[config.mk]
export PLATFORM = sky130hd
export DESIGN_NAME = ahb_slave_arbiter
export DESIGN_NICKNAME = d
export VERILOG_FILES = /design/src/rtl/ahb_slave_arbiter_pkg.sv /design/src/rtl/ahb_slave_arbiter_rr_picker.sv /design/src/rtl/ahb_slave_arbiter.sv
export SDC_FILE = /design/constraint.sdc
export NUM_CORES = 1
export LEC_CHECK = 0
export ABC_AREA = 0
export BUFFER_PORTS_ARGS = -buffer_cell sky130_fd_sc_hd__buf_2
export CAP_MARGIN = 20
export CORE_MARGIN = 1.5
export CORE_UTILIZATION = 48
export CTS_BUF_LIST = sky130_fd_sc_hd__clkbuf_16
export DETAILED_ROUTE_END_ITERATION = 6
export GPL_TIMING_DRIVEN = 0
export PLACE_DENSITY_LB_ADDON = 0.05
export SLEW_MARGIN = 0
export SYNTH_ARGS = -nofsm -noshare
export SYNTH_HDL_FRONTEND = slang
export SYNTH_HIERARCHICAL = 1
export SYNTH_SLANG_ARGS = --single-unit
[constraint.sdc]
create_clock -name hclk -period 1.9 [get_ports hclk]
set_input_delay 0.19 -clock hclk [delete_from_list [all_inputs] [get_ports hclk]]
set_output_delay 0.19 -clock hclk [all_outputs]
set_load 0.1 [all_outputs]
[src/rtl/ahb_slave_arbiter_pkg.sv]
`default_nettype none
// +------------------------------------------------------------------+
// | ahb_slave_arbiter_pkg                                            |
// | AHB transfer/burst encodings and arbiter state type.             |
// | Revision: 1.0                                                    |
// +------------------------------------------------------------------+
package ahb_slave_arbiter_pkg;

    typedef enum logic [1:0] {
        TRANS_IDLE   = 2'b00,
        TRANS_BUSY   = 2'b01,
        TRANS_NONSEQ = 2'b10,
        TRANS_SEQ    = 2'b11
    } htrans_type;

    typedef enum logic [2:0] {
        BURST_SINGLE = 3'd0,
        BURST_INCR   = 3'd1,
        BURST_WRAP4  = 3'd2,
        BURST_INCR4  = 3'd3,
        BURST_WRAP8  = 3'd4,
        BURST_INCR8  = 3'd5,
        BURST_WRAP16 = 3'd6,
        BURST_INCR16 = 3'd7
    } hburst_type;

    typedef enum logic [1:0] {
        ARB_IDLE      = 2'd0,
        ARB_SINGLE    = 2'd1,
        ARB_BURST_FIX = 2'd2,
        ARB_BURST_INC = 2'd3
    } arb_state_type;

    localparam int BEAT_CNT_W = 4;

    // Beats remaining after the NONSEQ of a fixed burst; zero for SINGLE/INCR.
    function automatic logic [BEAT_CNT_W-1:0] burst_last_beat(input hburst_type b);
        logic [BEAT_CNT_W-1:0] v;
        case (b)
            BURST_WRAP4,  BURST_INCR4:  v = 4'd3;
            BURST_WRAP8,  BURST_INCR8:  v = 4'd7;
            BURST_WRAP16, BURST_INCR16: v = 4'd15;
            default:                    v = 4'd0;
        endcase
        return v;
    endfunction

endpackage
`default_nettype wire

[src/rtl/ahb_slave_arbiter_rr_picker.sv]
`default_nettype none
// +------------------------------------------------------------------+
// | ahb_rr_picker                                                    |
// | Combinational round-robin winner search starting at i_rr_ptr.    |
// | Revision: 1.0                                                    |
// +------------------------------------------------------------------+
module ahb_rr_picker #(
    parameter int MASTER_NUM   = 2,
    parameter int MASTER_IDX_W = $clog2(MASTER_NUM)
) (
    input  logic [MASTER_NUM-1:0]   i_hreq,
    input  logic [MASTER_IDX_W-1:0] i_rr_ptr,
    output logic [MASTER_IDX_W-1:0] o_idx,
    output logic                    o_valid
);

    logic [2*MASTER_NUM-1:0] w_req2;
    logic [2*MASTER_NUM-1:0] w_rot;
    logic [MASTER_IDX_W:0]   w_sum;

    assign w_req2 = {i_hreq, i_hreq};
    assign w_rot  = w_req2 >> i_rr_ptr;

    // Descending scan so the smallest distance from the pointer wins.
    always_comb begin
        o_idx   = '0;
        o_valid = 1'b0;
        w_sum   = '0;
        for (int k = MASTER_NUM - 1; k >= 0; k--) begin
            if (w_rot[k]) begin
                w_sum = {1'b0, i_rr_ptr} + (MASTER_IDX_W + 1)'(k);
                if (w_sum >= (MASTER_IDX_W + 1)'(MASTER_NUM)) begin
                    w_sum = w_sum - (MASTER_IDX_W + 1)'(MASTER_NUM);
                end
                o_idx   = w_sum[MASTER_IDX_W-1:0];
                o_valid = 1'b1;
            end
        end
    end

endmodule
`default_nettype wire

[src/rtl/ahb_slave_arbiter.sv]
`default_nettype none
// +------------------------------------------------------------------+
// | ahb_slave_arbiter                                                |
// | Per-slave round-robin arbiter holding grant across AHB bursts.   |
// | Revision: 1.0                                                    |
// +------------------------------------------------------------------+
module ahb_slave_arbiter #(
    parameter int MASTER_NUM   = 2,
    parameter int MASTER_IDX_W = $clog2(MASTER_NUM)
) (
    input  logic                      hclk,
    input  logic                      hreset_n,
    input  logic [MASTER_NUM-1:0]     hreq,
    input  logic [2*MASTER_NUM-1:0]   htrans,
    input  logic [3*MASTER_NUM-1:0]   hburst,
    input  logic                      hready,
    output logic [MASTER_NUM-1:0]     hgrant,
    output logic                      hsel_slv,
    output logic [MASTER_IDX_W-1:0]   hmaster_addr,
    output logic [MASTER_IDX_W-1:0]   hmaster_data,
    output logic [MASTER_NUM-1:0]     hwait
);
    import ahb_slave_arbiter_pkg::*;

    arb_state_type             r_state;
    logic [MASTER_NUM-1:0]     r_hgrant;
    logic [MASTER_IDX_W-1:0]   r_hmaster_addr;
    logic [MASTER_IDX_W-1:0]   r_hmaster_data;
    logic [MASTER_IDX_W-1:0]   r_rr_ptr;
    logic [BEAT_CNT_W-1:0]     r_beat_cnt;

    htrans_type                w_trans [MASTER_NUM];
    hburst_type                w_burst [MASTER_NUM];
    logic [MASTER_NUM-1:0]     w_win_onehot;
    logic [MASTER_IDX_W-1:0]   w_win_idx;
    logic [MASTER_IDX_W-1:0]   w_next_ptr;
    logic                      w_win_vld;
    htrans_type                w_own_trans;
    hburst_type                w_own_burst;
    logic                      w_own_req;
    logic                      w_hsel;
    logic                      w_release;
    logic                      w_start_fix;
    logic                      w_start_inc;
    logic                      w_dec;

    for (genvar g = 0; g < MASTER_NUM; g++) begin : g_unpack
        assign w_trans[g]      = htrans_type'(htrans[2*g +: 2]);
        assign w_burst[g]      = hburst_type'(hburst[3*g +: 3]);
        assign w_win_onehot[g] = (w_win_idx == MASTER_IDX_W'(g));
    end

    ahb_rr_picker #(
        .MASTER_NUM   (MASTER_NUM),
        .MASTER_IDX_W (MASTER_IDX_W)
    ) u_rr_picker (
        .i_hreq   (hreq),
        .i_rr_ptr (r_rr_ptr),
        .o_idx    (w_win_idx),
        .o_valid  (w_win_vld)
    );

    assign w_next_ptr  = (int'(w_win_idx) == MASTER_NUM - 1) ? '0
                                                             : w_win_idx + MASTER_IDX_W'(1);
    assign w_own_trans = w_trans[r_hmaster_addr];
    assign w_own_burst = w_burst[r_hmaster_addr];
    assign w_own_req   = hreq[r_hmaster_addr];
    assign w_hsel      = |(r_hgrant & hreq);

    // Owner-side decode: what the current address phase does to the grant.
    always_comb begin
        w_release   = 1'b0;
        w_start_fix = 1'b0;
        w_start_inc = 1'b0;
        w_dec       = 1'b0;
        if (r_state != ARB_IDLE) begin
            if (!w_own_req) begin
                w_release = 1'b1;
            end else if (w_own_trans == TRANS_IDLE) begin
                w_release = 1'b1;
            end else if (w_own_trans == TRANS_NONSEQ) begin
                if (r_state == ARB_BURST_INC) begin
                    w_release = 1'b1;
                end else if (burst_last_beat(w_own_burst) != '0) begin
                    w_start_fix = 1'b1;
                end else if (w_own_burst == BURST_INCR) begin
                    w_start_inc = 1'b1;
                end else begin
                    w_release = 1'b1;
                end
            end else if (w_own_trans == TRANS_SEQ && r_state == ARB_BURST_FIX) begin
                // The SEQ seen with one beat left is the final address phase.
                if (r_beat_cnt <= BEAT_CNT_W'(1)) begin
                    w_release = 1'b1;
                end else begin
                    w_dec = 1'b1;
                end
            end
        end
    end

    always_ff @(posedge hclk) begin
        if (!hreset_n) begin
            r_state        <= ARB_IDLE;
            r_hgrant       <= '0;
            r_hmaster_addr <= '0;
            r_hmaster_data <= '0;
            r_rr_ptr       <= '0;
            r_beat_cnt     <= '0;
        end else if (hready) begin
            if (w_hsel && (w_own_trans == TRANS_NONSEQ || w_own_trans == TRANS_SEQ)) begin
                r_hmaster_data <= r_hmaster_addr;
            end
            if (r_state == ARB_IDLE || w_release) begin
                r_beat_cnt <= '0;
                if (w_win_vld) begin
                    r_state        <= ARB_SINGLE;
                    r_hgrant       <= w_win_onehot;
                    r_hmaster_addr <= w_win_idx;
                    r_rr_ptr       <= w_next_ptr;
                end else begin
                    r_state  <= ARB_IDLE;
                    r_hgrant <= '0;
                end
            end else if (w_start_fix) begin
                r_state    <= ARB_BURST_FIX;
                r_beat_cnt <= burst_last_beat(w_own_burst);
            end else if (w_start_inc) begin
                r_state    <= ARB_BURST_INC;
                r_beat_cnt <= '0;
            end else if (w_dec) begin
                r_beat_cnt <= r_beat_cnt - BEAT_CNT_W'(1);
            end
        end
    end

    assign hgrant       = r_hgrant;
    assign hsel_slv     = w_hsel;
    assign hmaster_addr = r_hmaster_addr;
    assign hmaster_data = r_hmaster_data;
    assign hwait        = hreq & ~r_hgrant;

endmodule
`default_nettype wire

# Yosys cells after proc, flatten, opt, wreduce, memory -nomap -nowiden
# Index checks and enable logic that the tools add are counted.
[op_classes]
reduce_logical = 19
n_mul = 0
eq_ne = 11
bitwise_logic = 5
magnitude_cmp = 5
n_shift = 1
add_sub_neg = 5
mux = 58
div_mod_pow = 0
[op_table]
columns = ["operator", "count"]
rows = [
  ["2-to-1 mux 1 bit", 38],
  ["2-to-1 mux 4 bit", 9],
  ["2-to-1 mux 2 bit", 7],
  ["== test 3 bit, second input constant", 4],
  ["one-hot mux 4 bit (3 select lines)", 1],
  ["2-to-1 mux 3 bit", 3],
  ["== test 2 bit, second input constant", 4],
  ["AND reduction 2 bit", 4],
  ["nonzero test 4 bit", 2],
  ["OR reduction 2 bit", 4],
  ["== test 3 x 2 -> 1 bit, second input constant", 2],
  ["AND 2 bit", 2],
  [">= comparator 2 bit, second input constant", 2],
  ["less-or-equal comparator 4 x 1 -> 1 bit, second input constant", 1],
  ["logical NOT 2 bit", 2],
  [">> shifter 4 x 1 -> 2 bit", 1],
  ["subtractor 4 x 1 -> 4 bit, second input constant", 1],
  ["== test 3 x 1 -> 1 bit, second input constant", 1],
  ["AND reduction 3 bit", 1],
  ["nonzero test 3 bit", 1],
  ["adder 1 x 1 -> 2 bit, second input constant", 1],
  [">= comparator 1 x 2 -> 1 bit, second input constant", 1],
  ["logical AND 1 bit", 2],
  ["logical OR 1 bit", 2],
  ["7 further kinds", 8],
]
[totals]
mem_bits_ro = 0
out_inout_bits = 7
memories = 0
regBits = 11
mem_bits_rw = 0
latchBits = 0
wordCells = 110
input_bits = 15

# Longest topological paths before layout
# Gate-level depths: netlist of the first run.
[depth]
depth_word = 22
ltp_mapped = 8
mapped_depth_nobuf = 7

# Hierarchy
# The synthesis of the first run kept the hierarchy.
[modules_own_cells]
columns = ["mod", "area_each_um2", "cells_per_inst", "n_inst"]
rows = [
  ["ahb_slave_arbiter", 830.8, 103, 1],
  ["ahb_rr_picker", 17.5, 3, 1],
]

# Worst setup path after synthesis of the first run
# Ideal clock, no wire load.
[synth_timing]
path_type = "flip-flop to flip-flop"
start = "reg r_hmaster_addr, in the netlist hmaster_addr"
end = "reg r_beat_cnt[3]"
setup_ns = 0.138
stages_incl_launch_ff = 8
n_path_buf = 1
arrival_ns = 2.412
setup_slack_ns = -0.650
cell_sequence = "dfxtp_1 > buf_6 > mux2i_1 > a211oi_4 > and2_4 > o31a_4 > a41oi_1 > o221ai_1"
[synth_via]
elab_chain_cells = 22
[synth_lines]
columns = ["element", "line", "text"]
rows = [
  ["start, declared", "ahb_slave_arbiter.sv:27", "logic [MASTER_IDX_W-1:0] r_hmaster_addr;"],
  ["start signal, assigned", "ahb_slave_arbiter.sv:119", "r_hmaster_addr <= w_win_idx;"],
  ["NOT 1 -> 2 bit (not written as such)", "ahb_slave_arbiter.sv:65, ahb_slave_arbiter.sv:66", ""],
  ["2-to-1 mux 3 bit (not written as such) (3 in series)", "ahb_slave_arbiter.sv:66", "assign w_own_burst = w_burst[r_hmaster_addr];"],
  ["== test 3 bit or == test 3 x 2 -> 1 bit (tied branches)", "ahb_slave_arbiter_pkg.sv:39", "case (b)"],
  ["OR reduction 2 bit", "ahb_slave_arbiter_pkg.sv:39", ""],
  ["one-hot mux 4 bit (3 select lines)", "ahb_slave_arbiter_pkg.sv:39", ""],
  ["2-to-1 mux 4 bit", "ahb_slave_arbiter.sv:82", "if (r_state == ARB_BURST_INC) begin"],
  ["2-to-1 mux 4 bit", "ahb_slave_arbiter.sv:81", "end else if (w_own_trans == TRANS_NONSEQ) begin"],
  ["2-to-1 mux 4 bit", "ahb_slave_arbiter.sv:79", "end else if (w_own_trans == TRANS_IDLE) begin"],
  ["[... 4 more ...]", "--", ""],
  ["2-to-1 mux 1 bit", "ahb_slave_arbiter.sv:82", ""],
  ["2-to-1 mux 1 bit", "ahb_slave_arbiter.sv:81", ""],
  ["2-to-1 mux 1 bit", "ahb_slave_arbiter.sv:79", ""],
  ["2-to-1 mux 1 bit", "ahb_slave_arbiter.sv:77", "if (!w_own_req) begin"],
  ["2-to-1 mux 1 bit", "ahb_slave_arbiter.sv:76", "if (r_state != ARB_IDLE) begin"],
  ["2-to-1 mux 4 bit or logical OR 1 bit (tied branches)", "ahb_slave_arbiter.sv:128, ahb_slave_arbiter.sv:114", ""],
  ["2-to-1 mux 4 bit or nonzero test 4 bit (tied branches)", "--", ""],
  ["2-to-1 mux 4 bit or AND reduction 2 bit (tied branches)", "--", ""],
  ["end signal, assigned", "ahb_slave_arbiter.sv:127", "r_beat_cnt <= burst_last_beat(w_own_burst);"],
  ["end signal, assigned", "ahb_slave_arbiter.sv:132", "r_beat_cnt <= r_beat_cnt - BEAT_CNT_W'(1);"],
  ["end, declared", "ahb_slave_arbiter.sv:30", "logic [BEAT_CNT_W-1:0] r_beat_cnt;"],
]
# Several ways; a longest one is shown, not always the timed one. The select of a mux whose other input is x is not followed.
# A chain may end at the register's enable or synchronous reset.

# Worst setup path after layout of the first run
# Ends and elaborated chain as after synthesis.

==> flow_results.xml, run 1 <==
<?xml version="1.0" encoding="UTF-8"?>
<metrics>
  <group name="routing">
    <metric name="ant_nets" unit="">0</metric>
    <metric name="totalWireLength" unit="um">2187</metric>
    <metric name="vias" unit="">926</metric>
    <metric name="drt-wirelength-per-cell" unit="um">14.58</metric>
    <metric name="viasPerCell" unit="">6.173</metric>
    <metric name="detailedRoute.firstIterationViolations" unit="">20</metric>
    <metric name="drt-pass1-iter-count" unit="">4</metric>
    <metric name="remaining_design_rule_violation_count" unit="">0</metric>
  </group>
  <group name="critical_path">
    <metric name="cp_cell_sequence" unit="">nor4b_4 -&gt; nor2_1 -&gt; and2_4 -&gt; o31a_4 -&gt; a41oi_2 -&gt; o221ai_2</metric>
    <metric name="worstReg2RegStart" unit="">hmaster_addr$_SDFFE_PN0P_</metric>
    <metric name="critPathCaptureType" unit="">flop</metric>
    <metric name="cpPeakStageDelay" unit="ns">0.42</metric>
    <metric name="crit_family" unit="">compound AO/OA/AOI/OAI gates</metric>
    <metric name="critPathCapture" unit="">r_beat_cnt[3]$_SDFFE_PN0P_</metric>
    <metric name="count_of_buffering_cells_on_the_critical_path_with_inverters_included" unit="">0</metric>
    <metric name="timing.critical_path.from_type" unit="">flop</metric>
    <metric name="crit_path_max_fanout" unit="">9</metric>
    <metric name="worst-r2r-cell-count" unit="">6</metric>
    <metric name="r2r_slack" unit="ns">0.10</metric>
    <metric name="timing.critical_path.slowest_stage_cell" unit="">sky130_fd_sc_hd__dfxtp_4</metric>
    <metric name="wp_depth" unit="">6</metric>
    <metric name="timing.rr.end" unit="">r_beat_cnt[3]$_SDFFE_PN0P_</metric>
    <metric name="worst-setup-path-type" unit="">flop to flop</metric>
    <metric name="critical_path_arrival" unit="ns">1.91</metric>
    <metric name="timing.critical_path.from" unit="">hmaster_addr$_SDFFE_PN0P_</metric>
    <metric name="critPathRequiredTime" unit="ns">2.01</metric>
  </group>
  <group name="global_routing">
    <metric name="total_routing_usage_gr" unit="">0.2372</metric>
    <metric name="grt_first_pass_wirelength" unit="um">3360</metric>
    <metric name="grt_max_degree" unit="">11</metric>
    <metric name="globalRouteOverflowTotal" unit="">0</metric>
    <metric name="antenna_found_initial" unit="">0</metric>
    <metric name="number_of_global_route_vias_before_repair" unit="">751</metric>
  </group>
  <group name="min_path">
    <metric name="min_path_type" unit="">primary input to flop</metric>
    <metric name="holdPathStages" unit="">2</metric>
    <metric name="worst_hold_startpoint" unit="">hreset_n</metric>
  </group>
  <group name="floorplanning">
    <metric name="num_rows" unit="">15</metric>
    <metric name="design.portCount" unit="">22</metric>
    <metric name="fp.dieW" unit="um">45.04</metric>
    <metric name="coreArea" unit="um^2">1689</metric>
    <metric name="floorplan.initialDensity" unit="">0.5022</metric>
    <metric name="die_area" unit="um^2">2029</metric>
    <metric name="dieHeight" unit="um">45.04</metric>
  </group>
  <group name="timing">
    <metric name="worst_slew_margin_rel" unit="">0.6721</metric>
    <metric name="rsz0062_at_grt" unit="">no</metric>
    <metric name="tightest_pin_transition" unit="ns">0.4952</metric>
    <metric name="clock_skew" unit="ns">0.001093</metric>
    <metric name="max_freq" unit="MHz">556.3</metric>
    <metric name="finalCriticalPeriod" unit="ns">1.797</metric>
    <metric name="period_share" unit="">0.9460</metric>
    <metric name="timing.final.max_slew_violations" unit="">0</metric>
    <metric name="final_setup_violations" unit="">0</metric>
    <metric name="hold_viol" unit="">0</metric>
  </group>
  <group name="synth">
    <metric name="post_synthesis_mean_instance_area" unit="um^2">8.003</metric>
    <metric name="synth.net_count" unit="">123</metric>
    <metric name="number_of_enable_type_register_cells_in_the_synthesized_netlist" unit="">0</metric>
    <metric name="syn_inst" unit="">106</metric>
    <metric name="yosysMostFrequentCell" unit="">sky130_fd_sc_hd__dfxtp_1</metric>
    <metric name="synth.top_cells.by_area" unit="">sky130_fd_sc_hd__dfxtp_1 26%, sky130_fd_sc_hd__o21ai_0 4.1%, sky130_fd_sc_hd__nand2b_1 3.7%, sky130_fd_sc_hd__a21boi_0 3.5%, sky130_fd_sc_hd__o211ai_1 3.5%</metric>
    <metric name="synth-async-reset-ratio" unit="">0</metric>
    <metric name="synthesis_stage_register_bit_count" unit="">11</metric>
    <metric name="ranking_of_synthesized_cells_by_instance_count" unit="">11 x sky130_fd_sc_hd__dfxtp_1, 7 x sky130_fd_sc_hd__nand2_1, 7 x sky130_fd_sc_hd__o21ai_0</metric>
    <metric name="synthDominantAreaCellType" unit="">sky130_fd_sc_hd__dfxtp_1</metric>
    <metric name="synth_top_area_share" unit="">0.2596</metric>
    <metric name="synthDistinctLibCells" unit="">43</metric>
    <metric name="synth_seq_area_share" unit="">0.2596</metric>
    <metric name="synth_top_flop_cell" unit="">sky130_fd_sc_hd__dfxtp_1</metric>
    <metric name="yosysWarnings" unit="">6</metric>
    <metric name="synth.cell_area" unit="um^2">848.3</metric>
  </group>
  <group name="cts">
    <metric name="clock_tree_buf_depth" unit="">2</metric>
    <metric name="worstSkewPairLatency" unit="ns">0.24</metric>
    <metric name="clk_root_buffer_cell" unit="">sky130_fd_sc_hd__clkbuf_16</metric>
    <metric name="clk_transition_reported_paths" unit="ns">0.04</metric>
    <metric name="cts_buffers" unit="">3</metric>
    <metric name="cts_htree_levels" unit="">1</metric>
    <metric name="tritoncts_num_sinks" unit="">11</metric>
    <metric name="cts_tree" unit="">done</metric>
  </group>
  <group name="job">
    <metric name="max-cap-violations" unit="">0</metric>
  </group>
  <group name="pwr">
    <metric name="power.density" unit="nW/um^2">728.6</metric>
    <metric name="static-leakage-power" unit="nW">0.4311</metric>
    <metric name="irDropWorstVdd" unit="mV">0.7840</metric>
  </group>
  <group name="final_layout">
    <metric name="area_delta_synth_final" unit="%">40.27</metric>
    <metric name="diodes" unit="">0</metric>
    <metric name="final_layout_size_suffix_gt1_frac" unit="">0.4060</metric>
    <metric name="finish.utilization" unit="">0.7044</metric>
    <metric name="finalNetCount" unit="">151</metric>
    <metric name="stdcell_area" unit="um^2">1190</metric>
  </group>
  <group name="place">
    <metric name="detailed_place_hpwl" unit="um">1577</metric>
    <metric name="port_buffers" unit="">21</metric>
    <metric name="routabilityCongestion" unit="">0.7479</metric>
    <metric name="dpl_cell_area" unit="um^2">1035</metric>
  </group>
  <group name="outcome">
    <metric name="outcome" unit="">completed</metric>
  </group>
</metrics>
-- cells in the final DEF, fill, tap and decap left out, types with 4 or more instances in the layout --
cell	netlist	layout
sky130_fd_sc_hd__buf_2	1	21
sky130_fd_sc_hd__nand2b_1	5	4
sky130_fd_sc_hd__a21boi_0	4	4
sky130_fd_sc_hd__inv_1	6	7
sky130_fd_sc_hd__o211ai_1	4	4
sky130_fd_sc_hd__dfxtp_1	11	8
sky130_fd_sc_hd__nor2_1	6	6
sky130_fd_sc_hd__o21ai_0	7	5
sky130_fd_sc_hd__nand2_1	7	7
sky130_fd_sc_hd__a31oi_1	4	4
sky130_fd_sc_hd__a21oi_1	5	4
-- registers in the layout, indices dropped and copies added (netlist names) --
signal,flops
hmaster_data,1
r_beat_cnt,4
r_state,2
r_rr_ptr,1
hmaster_addr,1
hgrant,2
-- cell type report --
type	count	area [um^2]
inverter	6	22.52
tap	17	21.27
fill	137	499.2
timing repair buffer	24	127.6
multi-input combinational	85	690.7
buffer	3	22.52
sequential	11	226.5
clock buffer	3	75.07
clock inverter	1	3.754
-- layer usage --
| layer | global-route usage | part of all wire | vias to the layer above |
|---|---|---|---|
| li1 | - | - | 455 |
| met5 | 0 | 0 | - |
| met3 | 0.06000 | 0.043 | 9 |
| met1 | 0.3136 | 0.46 | 436 |
| met4 | 0.1235 | 0.030 | 0 |
| met2 | 0.3543 | 0.47 | 26 |
-- report_power, final --
group	total, mW	leakage [nW]	switching (mW)	internal [mW]
Clock	0.387	0.0423	0.111	0.277
Sequential	0.256	0.0912	0.0138	0.242
Combinational	0.224	0.298	0.145	0.0783
-- worst min path at each step --
stage,to,slack (ns)
global route,r_state[1]$_SDFFE_PN0P_,0.28
CTS,r_state[1]$_SDFFE_PN0P_,0.26
finish,r_state[1]$_SDFFE_PN0P_,0.28
detailed placement,r_beat_cnt[1]$_SDFFE_PN0P_,0.48
global placement,r_beat_cnt[1]$_SDFFE_PN0P_,0.47
floorplan,r_state[1]$_SDFFE_PN0P_,0.36
-- logic make-up (layout without fill, tap and decap cells) --
logic type,count (synthesis),count (layout),synth area share
buf+inv,10,37,0.05457
xor+xnor,1,1,0.01033
compound gates,39,39,0.3451
simple gates,41,41,0.2758
fa+ha+maj,2,2,0.02949
flops,11,11,0.2596
mux,2,2,0.02507
-- per-stage QoR --
step	setup TNS, ns	instances	power, mW	hold slack, ns	setup slack [ns]
after floorplan	-0.1439	106	0.4132	0.3563	-0.1308
after global placement	-0.1566	144	0.4608	0.4717	-0.1421
after detailed placement	-0.3382	144	0.4650	0.4786	-0.2256
after CTS	0	151	0.8609	0.2649	0.001726
after global routing	0	150	0.8972	0.2794	0.01143
final	0	150	0.8669	0.2769	0.1025
-- repair_timing --
action,4_1_cts,5_1_grt
cloned,0,0
endpoints found under the setup margin,4,9
buffers inserted,3,0
pin swaps,6,3
gates resized for setup,8,5
hold buffers,0,0
Note: power is estimated with default switching activity, not from simulation.
==> run 2, diff against run 1 <==
- ABC_AREA: 0 -> 1
==> flow_results.xml, run 2 <==
<?xml version="1.0" encoding="UTF-8"?>
<metrics>
  <group name="critical_path">
    <metric name="crit_path_max_fanout" unit="">6</metric>
    <metric name="timing.critical_path.from_type" unit="">flop</metric>
    <metric name="worst-r2r-cell-count" unit="">10</metric>
    <metric name="worst-setup-path-type" unit="">flop to flop</metric>
    <metric name="critPathRequiredTime" unit="ns">2.03</metric>
    <metric name="r2r_slack" unit="ns">0.22</metric>
    <metric name="critPathCaptureType" unit="">flop</metric>
    <metric name="critical_path_arrival" unit="ns">1.81</metric>
  </group>
  <group name="job">
    <metric name="max-cap-violations" unit="">0</metric>
  </group>
  <group name="synth">
    <metric name="syn_inst" unit="">162</metric>
    <metric name="synthesis_stage_register_bit_count" unit="">11</metric>
    <metric name="yosysMostFrequentCell" unit="">sky130_fd_sc_hd__nand2_1</metric>
    <metric name="ranking_of_synthesized_cells_by_instance_count" unit="">49 x sky130_fd_sc_hd__nand2_1, 27 x sky130_fd_sc_hd__inv_1, 18 x sky130_fd_sc_hd__nor2_1</metric>
    <metric name="synth.top_cells.by_area" unit="">sky130_fd_sc_hd__dfxtp_1 23%, sky130_fd_sc_hd__nand2_1 19%, sky130_fd_sc_hd__inv_1 11%, sky130_fd_sc_hd__nor2_1 7.1%, sky130_fd_sc_hd__nand2_2 6.6%</metric>
    <metric name="synthDistinctLibCells" unit="">21</metric>
    <metric name="number_of_enable_type_register_cells_in_the_synthesized_netlist" unit="">0</metric>
    <metric name="synth.net_count" unit="">179</metric>
    <metric name="synth_top_flop_cell" unit="">sky130_fd_sc_hd__dfxtp_1</metric>
    <metric name="synth_seq_area_share" unit="">0.2319</metric>
    <metric name="post_synthesis_mean_instance_area" unit="um^2">5.862</metric>
    <metric name="synthDominantAreaCellType" unit="">sky130_fd_sc_hd__dfxtp_1</metric>
    <metric name="synth_top_area_share" unit="">0.2319</metric>
    <metric name="synth.cell_area" unit="um^2">949.7</metric>
    <metric name="yosysWarnings" unit="">6</metric>
    <metric name="synth-async-reset-ratio" unit="">0</metric>
  </group>
  <group name="cts">
    <metric name="clk_root_buffer_cell" unit="">sky130_fd_sc_hd__clkbuf_16</metric>
    <metric name="worstSkewPairLatency" unit="ns">0.24</metric>
    <metric name="cts_buffers" unit="">3</metric>
    <metric name="cts_htree_levels" unit="">1</metric>
    <metric name="cts_tree" unit="">done</metric>
    <metric name="clock_tree_buf_depth" unit="">2</metric>
    <metric name="clk_transition_reported_paths" unit="ns">0.04</metric>
    <metric name="tritoncts_num_sinks" unit="">11</metric>
    <metric name="post_cts.repair.setup_buffers" unit="">0</metric>
  </group>
  <group name="pwr">
    <metric name="power_frac_clock" unit="">0.426</metric>
    <metric name="swShare" unit="">0.3288</metric>
    <metric name="net_sw_power" unit="mW">0.2922</metric>
    <metric name="power.density" unit="nW/um^2">758.0</metric>
    <metric name="irDropWorstVdd" unit="mV">0.6964</metric>
    <metric name="design_power_total" unit="mW">0.8886</metric>
    <metric name="combPwrFrac" unit="">0.284</metric>
    <metric name="static-leakage-power" unit="nW">0.6356</metric>
    <metric name="cell_internal_pwr" unit="mW">0.5964</metric>
    <metric name="p_seq_frac" unit="">0.291</metric>
  </group>
  <group name="global_routing">
    <metric name="globalRouteOverflowTotal" unit="">0</metric>
    <metric name="grt_max_degree" unit="">11</metric>
    <metric name="total_routing_usage_gr" unit="">0.2081</metric>
    <metric name="antenna_found_initial" unit="">0</metric>
    <metric name="grt_first_pass_wirelength" unit="um">3249</metric>
    <metric name="number_of_global_route_vias_before_repair" unit="">797</metric>
  </group>
  <group name="final_layout">
    <metric name="finalNetCount" unit="">205</metric>
    <metric name="area_delta_synth_final" unit="%">23.45</metric>
    <metric name="largest_register_ffs" unit="">4</metric>
    <metric name="diodes" unit="">0</metric>
    <metric name="most-common-layout-cells" unit="">49 x sky130_fd_sc_hd__nand2_1, 28 x sky130_fd_sc_hd__inv_1, 22 x sky130_fd_sc_hd__buf_2</metric>
    <metric name="largest_register" unit="">r_beat_cnt</metric>
    <metric name="layout.cells.most_common" unit="">sky130_fd_sc_hd__nand2_1</metric>
    <metric name="final_layout_size_suffix_gt1_frac" unit="">0.2567</metric>
    <metric name="filler_cell_count" unit="">170</metric>
  </group>
  <group name="routing">
    <metric name="vias" unit="">997</metric>
    <metric name="drt-wirelength-per-cell" unit="um">9.410</metric>
    <metric name="detailedRoute.firstIterationViolations" unit="">28</metric>
    <metric name="remaining_design_rule_violation_count" unit="">0</metric>
    <metric name="drt-pass1-iter-count" unit="">4</metric>
    <metric name="ant_nets" unit="">0</metric>
    <metric name="viasPerCell" unit="">4.703</metric>
    <metric name="totalWireLength" unit="um">1995</metric>
  </group>
  <group name="min_path">
    <metric name="holdPathStages" unit="">3</metric>
    <metric name="min_path_type" unit="">primary input to flop</metric>
  </group>
  <group name="timing">
    <metric name="rsz0062_at_grt" unit="">no</metric>
    <metric name="finalCriticalPeriod" unit="ns">1.677</metric>
    <metric name="worst_slew_margin_rel" unit="">0.6733</metric>
    <metric name="max_freq" unit="MHz">596.2</metric>
    <metric name="clock_skew" unit="ns">0.001292</metric>
    <metric name="final_setup_violations" unit="">0</metric>
    <metric name="timing.final.max_slew_violations" unit="">0</metric>
    <metric name="period_share" unit="">0.8828</metric>
    <metric name="final_tns_setup" unit="ns">0</metric>
    <metric name="hold_viol" unit="">0</metric>
    <metric name="tightest_pin_transition" unit="ns">0.4934</metric>
  </group>
  <group name="outcome">
    <metric name="outcome" unit="">completed</metric>
  </group>
  <group name="floorplanning">
    <metric name="dieHeight" unit="um">47.48</metric>
    <metric name="die_area" unit="um^2">2254</metric>
    <metric name="design.portCount" unit="">22</metric>
    <metric name="floorplan.initialDensity" unit="">0.5326</metric>
    <metric name="fp.dieW" unit="um">47.48</metric>
    <metric name="num_rows" unit="">15</metric>
    <metric name="coreArea" unit="um^2">1783</metric>
  </group>
  <group name="place">
    <metric name="routabilityCongestion" unit="">0.8278</metric>
    <metric name="detailed_place_hpwl" unit="um">1588</metric>
    <metric name="port_buffers" unit="">21</metric>
  </group>
</metrics>
[run 2: worst max-delay path: stages, from the launching register on]
cell and delay [ns]:
sky130_fd_sc_hd__dfxtp_1 0.34, sky130_fd_sc_hd__inv_1 0.08, sky130_fd_sc_hd__ha_1 0.22, sky130_fd_sc_hd__o21ai_1 0.24, sky130_fd_sc_hd__nor2_2 0.09, sky130_fd_sc_hd__nor2_4 0.15, sky130_fd_sc_hd__nand3_2 0.10, sky130_fd_sc_hd__nand2_2 0.13
sky130_fd_sc_hd__nand2_1 0.08, sky130_fd_sc_hd__nor2_1 0.09, sky130_fd_sc_hd__nor2_1 0.05
[run 2: layout make-up]
class                      count  area (um^2)  area share
buffer                         2        12.51     0.01067
tap                           25        31.28     0.02668
timing repair buffer          21        105.1     0.08965
clock inverter                 1        3.754    0.003202
inverter                      27        101.3     0.08645
multi-input combinational    122        621.8      0.5304
clock buffer                   3        75.07     0.06403
sequential                    11        221.5      0.1889
[run 2: repair_timing]
action / CTS / global route
setup endpoints to repair: 0 / 3
gates resized for setup: 0 / 1
hold buffers: 0 / 0
[run 2: power groups by stage]
stage / Clock, mW / Sequential [mW] / Combinational (mW)
2_1_floorplan: 0 / 0.290 / 0.171
3_3_place_gp: 0 / 0.262 / 0.248
5_1_grt: 0.396 / 0.260 / 0.282
6_report: 0.378 / 0.258 / 0.252
3_5_place_dp: 0 / 0.262 / 0.251
4_1_cts: 0.380 / 0.258 / 0.253
[run 2: logic make-up (layout without fill, tap and decap cells)]
logic type	Yosys count	in the layout	share of synthesized area
AND/OR/NAND/NOR	104	104	0.5257
adder cells (fa/ha/maj)	2	2	0.02635
buffers and inverters	29	54	0.1199
flip-flops	11	11	0.2319
AO/OA/AOI/OAI	14	14	0.07773
XOR/XNOR	2	2	0.01845
[run 2: through the flow]
stage,util,instance area (um^2),std cells,hold WS (ns),setup WS (ns)
2_1_floorplan,-,957.2,162,0.3107,-0.2088
3_3_place_gp,0.6133,1094,208,0.4281,0.1271
3_5_place_dp,0.6133,1094,208,0.4318,0.1243
4_1_cts,0.6575,1172,212,0.2273,0.1034
5_1_grt,0.6575,1172,212,0.2447,0.07966
6_report,0.6575,1172,212,0.2238,0.2228
[run 2: per-layer routing]
| metal | vias up | global-route usage | part of all wire | wire length [um] |
|---|---|---|---|---|
| met4 | 0 | 0.06667 | 0.011 | 21 |
| met2 | 26 | 0.3324 | 0.44 | 882 |
| met5 | - | 0 | 0 | 0 |
| li1 | 550 | - | - | - |
| met3 | 5 | 0.05660 | 0.049 | 98 |
| met1 | 416 | 0.2725 | 0.50 | 993 |
[run 2: worst paths after layout]
path,from,to
max,r_beat_cnt[0]$_SDFFE_PN0P_,r_beat_cnt[0]$_SDFFE_PN0P_
min,hreset_n,r_beat_cnt[1]$_SDFFE_PN0P_
max reg2reg,r_beat_cnt[0]$_SDFFE_PN0P_,r_beat_cnt[0]$_SDFFE_PN0P_
min reg2reg,hmaster_data$_SDFFE_PN0P_,hmaster_data$_SDFFE_PN0P_
==> run 3, diff against run 2 <==
- CTS_BUF_LIST: sky130_fd_sc_hd__clkbuf_16 -> sky130_fd_sc_hd__clkbuf_2 sky130_fd_sc_hd__clkbuf_4 sky130_fd_sc_hd__clkbuf_8
- clock period: 1.9 -> 1.61 ns (I/O delays scaled with it)
==> flow_results.xml, run 3 (synthesis gave the netlist of run 2 again) <==
<?xml version="1.0" encoding="UTF-8"?>
<metrics>
  <group name="final_layout">
    <metric name="finalNetCount" unit="">206</metric>
    <metric name="diodes" unit="">0</metric>
    <metric name="most-common-layout-cells" unit="">43 x sky130_fd_sc_hd__nand2_1, 24 x sky130_fd_sc_hd__inv_1, 22 x sky130_fd_sc_hd__buf_2</metric>
    <metric name="non_filler_instances" unit="">213</metric>
    <metric name="area_delta_synth_final" unit="%">28.33</metric>
    <metric name="largest_register_ffs" unit="">4</metric>
    <metric name="largest_register" unit="">r_beat_cnt</metric>
    <metric name="finish.utilization" unit="">0.6835</metric>
    <metric name="layout.cells.most_common" unit="">sky130_fd_sc_hd__nand2_1</metric>
    <metric name="final_layout_size_suffix_gt1_frac" unit="">0.3564</metric>
  </group>
  <group name="routing">
    <metric name="vias" unit="">1035</metric>
    <metric name="drt-wirelength-per-cell" unit="um">10.13</metric>
    <metric name="met3WireLength" unit="um">68</metric>
    <metric name="remaining_design_rule_violation_count" unit="">0</metric>
    <metric name="wl_met1" unit="um">1041</metric>
    <metric name="highest_layer" unit="">met4</metric>
    <metric name="ant_nets" unit="">0</metric>
    <metric name="totalWireLength" unit="um">2157</metric>
    <metric name="drt-pass1-iter-count" unit="">6</metric>
    <metric name="met2_wirelength" unit="um">1016</metric>
    <metric name="detailedRoute.firstIterationViolations" unit="">28</metric>
    <metric name="viasPerCell" unit="">4.859</metric>
  </group>
  <group name="place">
    <metric name="port_buffers" unit="">21</metric>
    <metric name="dp.cells" unit="">208</metric>
    <metric name="detailed_place_hpwl" unit="um">1675</metric>
    <metric name="routabilityCongestion" unit="">0.8236</metric>
    <metric name="dp_worst_setup_slack" unit="ns">-0.2647</metric>
  </group>
  <group name="pwr">
    <metric name="design_power_total" unit="mW">0.8442</metric>
    <metric name="cell_internal_pwr" unit="mW">0.5076</metric>
    <metric name="power_frac_clock" unit="">0.244</metric>
    <metric name="p_seq_frac" unit="">0.362</metric>
    <metric name="irDropWorstVdd" unit="mV">0.5815</metric>
    <metric name="net_sw_power" unit="mW">0.3366</metric>
    <metric name="swShare" unit="">0.3987</metric>
    <metric name="combPwrFrac" unit="">0.395</metric>
    <metric name="power.density" unit="nW/um^2">692.7</metric>
    <metric name="static-leakage-power" unit="nW">0.6313</metric>
  </group>
  <group name="timing">
    <metric name="final_setup_violations" unit="">0</metric>
    <metric name="worst_slew_margin_rel" unit="">0.6789</metric>
    <metric name="clock_skew" unit="ns">0.001854</metric>
    <metric name="hold_viol" unit="">0</metric>
    <metric name="period_share" unit="">0.9323</metric>
    <metric name="final_critical_path_setup_slack" unit="ns">0.1090</metric>
    <metric name="fin_worst_hold_slack" unit="ns">0.1537</metric>
    <metric name="tightest_pin_transition" unit="ns">0.4850</metric>
    <metric name="finalCriticalPeriod" unit="ns">1.501</metric>
    <metric name="max_freq" unit="MHz">666.2</metric>
    <metric name="timing.final.max_slew_violations" unit="">0</metric>
  </group>
  <group name="floorplanning">
    <metric name="num_rows" unit="">15</metric>
    <metric name="coreArea" unit="um^2">1783</metric>
    <metric name="floorplan.initialDensity" unit="">0.5326</metric>
    <metric name="fp.dieW" unit="um">47.48</metric>
    <metric name="design.portCount" unit="">22</metric>
    <metric name="dieHeight" unit="um">47.48</metric>
    <metric name="die_area" unit="um^2">2254</metric>
  </group>
  <group name="critical_path">
    <metric name="worst-setup-path-type" unit="">flop to flop</metric>
    <metric name="critPathRequiredTime" unit="ns">1.77</metric>
    <metric name="wp_depth" unit="">10</metric>
    <metric name="cp_cell_sequence" unit="">inv_2 -&gt; ha_4 -&gt; o21ai_4 -&gt; nor2_2 -&gt; nor2_4 -&gt; nand3_4 -&gt; nand2_4 -&gt; nand2_2 -&gt; nor2_1 -&gt; nor2_1</metric>
    <metric name="path_common_cell" unit="">sky130_fd_sc_hd__nor2_1</metric>
    <metric name="r2r_slack" unit="ns">0.11</metric>
    <metric name="critical_path_arrival" unit="ns">1.67</metric>
    <metric name="worstReg2RegStart" unit="">r_beat_cnt[0]$_SDFFE_PN0P_</metric>
    <metric name="cpPeakStageDelay" unit="ns">0.36</metric>
    <metric name="timing.critical_path.slowest_stage_cell" unit="">sky130_fd_sc_hd__dfxtp_2</metric>
    <metric name="critPathCaptureType" unit="">flop</metric>
    <metric name="count_of_buffering_cells_on_the_critical_path_with_inverters_included" unit="">1</metric>
    <metric name="timing.rr.end" unit="">r_beat_cnt[0]$_SDFFE_PN0P_</metric>
    <metric name="timing.critical_path.from_type" unit="">flop</metric>
    <metric name="crit_family" unit="">simple AND/OR/NAND/NOR gates</metric>
    <metric name="worst-r2r-cell-count" unit="">10</metric>
    <metric name="crit_path_max_fanout" unit="">6</metric>
  </group>
  <group name="cts">
    <metric name="clk_root_buffer_cell" unit="">sky130_fd_sc_hd__clkbuf_4</metric>
    <metric name="worstSkewPairLatency" unit="ns">0.27</metric>
    <metric name="tritoncts_num_sinks" unit="">11</metric>
    <metric name="cts_tree" unit="">done</metric>
    <metric name="post_cts_hold_buffer_count" unit="">0</metric>
    <metric name="clk_transition_reported_paths" unit="ns">0.07</metric>
    <metric name="clock_tree_buf_depth" unit="">2</metric>
    <metric name="cts_htree_levels" unit="">1</metric>
    <metric name="cts_buffers" unit="">3</metric>
  </group>
  <group name="global_routing">
    <metric name="antenna_found_initial" unit="">0</metric>
    <metric name="grt_max_degree" unit="">11</metric>
    <metric name="grt_first_pass_wirelength" unit="um">3229</metric>
    <metric name="total_routing_usage_gr" unit="">0.2047</metric>
    <metric name="globalRouteOverflowTotal" unit="">0</metric>
    <metric name="number_of_global_route_vias_before_repair" unit="">836</metric>
  </group>
  <group name="min_path">
    <metric name="worst_hold_path_endpoint" unit="">r_beat_cnt[0]$_SDFFE_PN0P_</metric>
    <metric name="worst_hold_startpoint" unit="">hreset_n</metric>
    <metric name="min_path_type" unit="">primary input to flop</metric>
    <metric name="holdPathStages" unit="">3</metric>
  </group>
  <group name="job">
    <metric name="max-cap-violations" unit="">0</metric>
  </group>
  <group name="outcome">
    <metric name="outcome" unit="">completed</metric>
  </group>
</metrics>
[run 3: how the worst max path moves through the flow]
stage | startpoint | end | slack [ns]
floorplan | hmaster_addr$_SDFFE_PN0P_ | r_beat_cnt[0]$_SDFFE_PN0P_ | 0.02
detailed placement | r_beat_cnt[0]$_SDFFE_PN0P_ | r_beat_cnt[1]$_SDFFE_PN0P_ | -0.26
finish | r_beat_cnt[0]$_SDFFE_PN0P_ | r_beat_cnt[0]$_SDFFE_PN0P_ | 0.11
global route | r_beat_cnt[0]$_SDFFE_PN0P_ | r_beat_cnt[0]$_SDFFE_PN0P_ | -0.02
CTS | r_beat_cnt[0]$_SDFFE_PN0P_ | r_beat_cnt[1]$_SDFFE_PN0P_ | 0.03
global placement | r_beat_cnt[0]$_SDFFE_PN0P_ | r_beat_cnt[1]$_SDFFE_PN0P_ | -0.21
[run 3: area by class of cell]
class | count | area [um^2]
Multi-Input combinational cell | 122 | 698.2
Fill cell | 170 | 564.3
Sequential cell | 11 | 229.0
Timing Repair Buffer | 22 | 112.6
Inverter | 27 | 101.3
Tap cell | 25 | 31.28
Clock buffer | 4 | 30.03
Buffer | 2 | 16.27
[run 3: metal layers]
layer / global-route usage / vias to the layer above
li1: - / 555
met1: 0.2529 / 457
met2: 0.3514 / 19
met3: 0.03396 / 4
met4: 0.08333 / 0
met5: 0 / -
[run 3: power by group through the flow]
stage          clock network [mW]  registers (mW)  logic (mW)
3_5_place_dp                    0           0.310       0.302
5_1_grt                     0.234           0.308       0.364
2_1_floorplan                   0           0.343       0.204
4_1_cts                     0.218           0.304       0.315
3_3_place_gp                    0           0.309       0.295
6_report                    0.206           0.305       0.333
[run 3: through the flow]
stage          TNS (ns)  area (um^2)
2_1_floorplan         0        973.4
5_1_grt        -0.01826         1219
3_5_place_dp     -2.054         1110
3_3_place_gp     -1.589         1110
4_1_cts               0         1160
6_report              0         1219
[run 3: worst min-delay path, cell delays in order]
cell and delay [ns]:
sky130_fd_sc_hd__buf_2 0.13, sky130_fd_sc_hd__nand2_1 0.06, sky130_fd_sc_hd__nor2_1 0.04
[run 3: what timing repair did]
item                                    in CTS  in global routing
endpoints found under the setup margin      10                 10
pin swaps                                    3                  7
endpoints found under the hold margin        0                  0
gates resized for setup                      6                 15
setup buffers                                0                  1
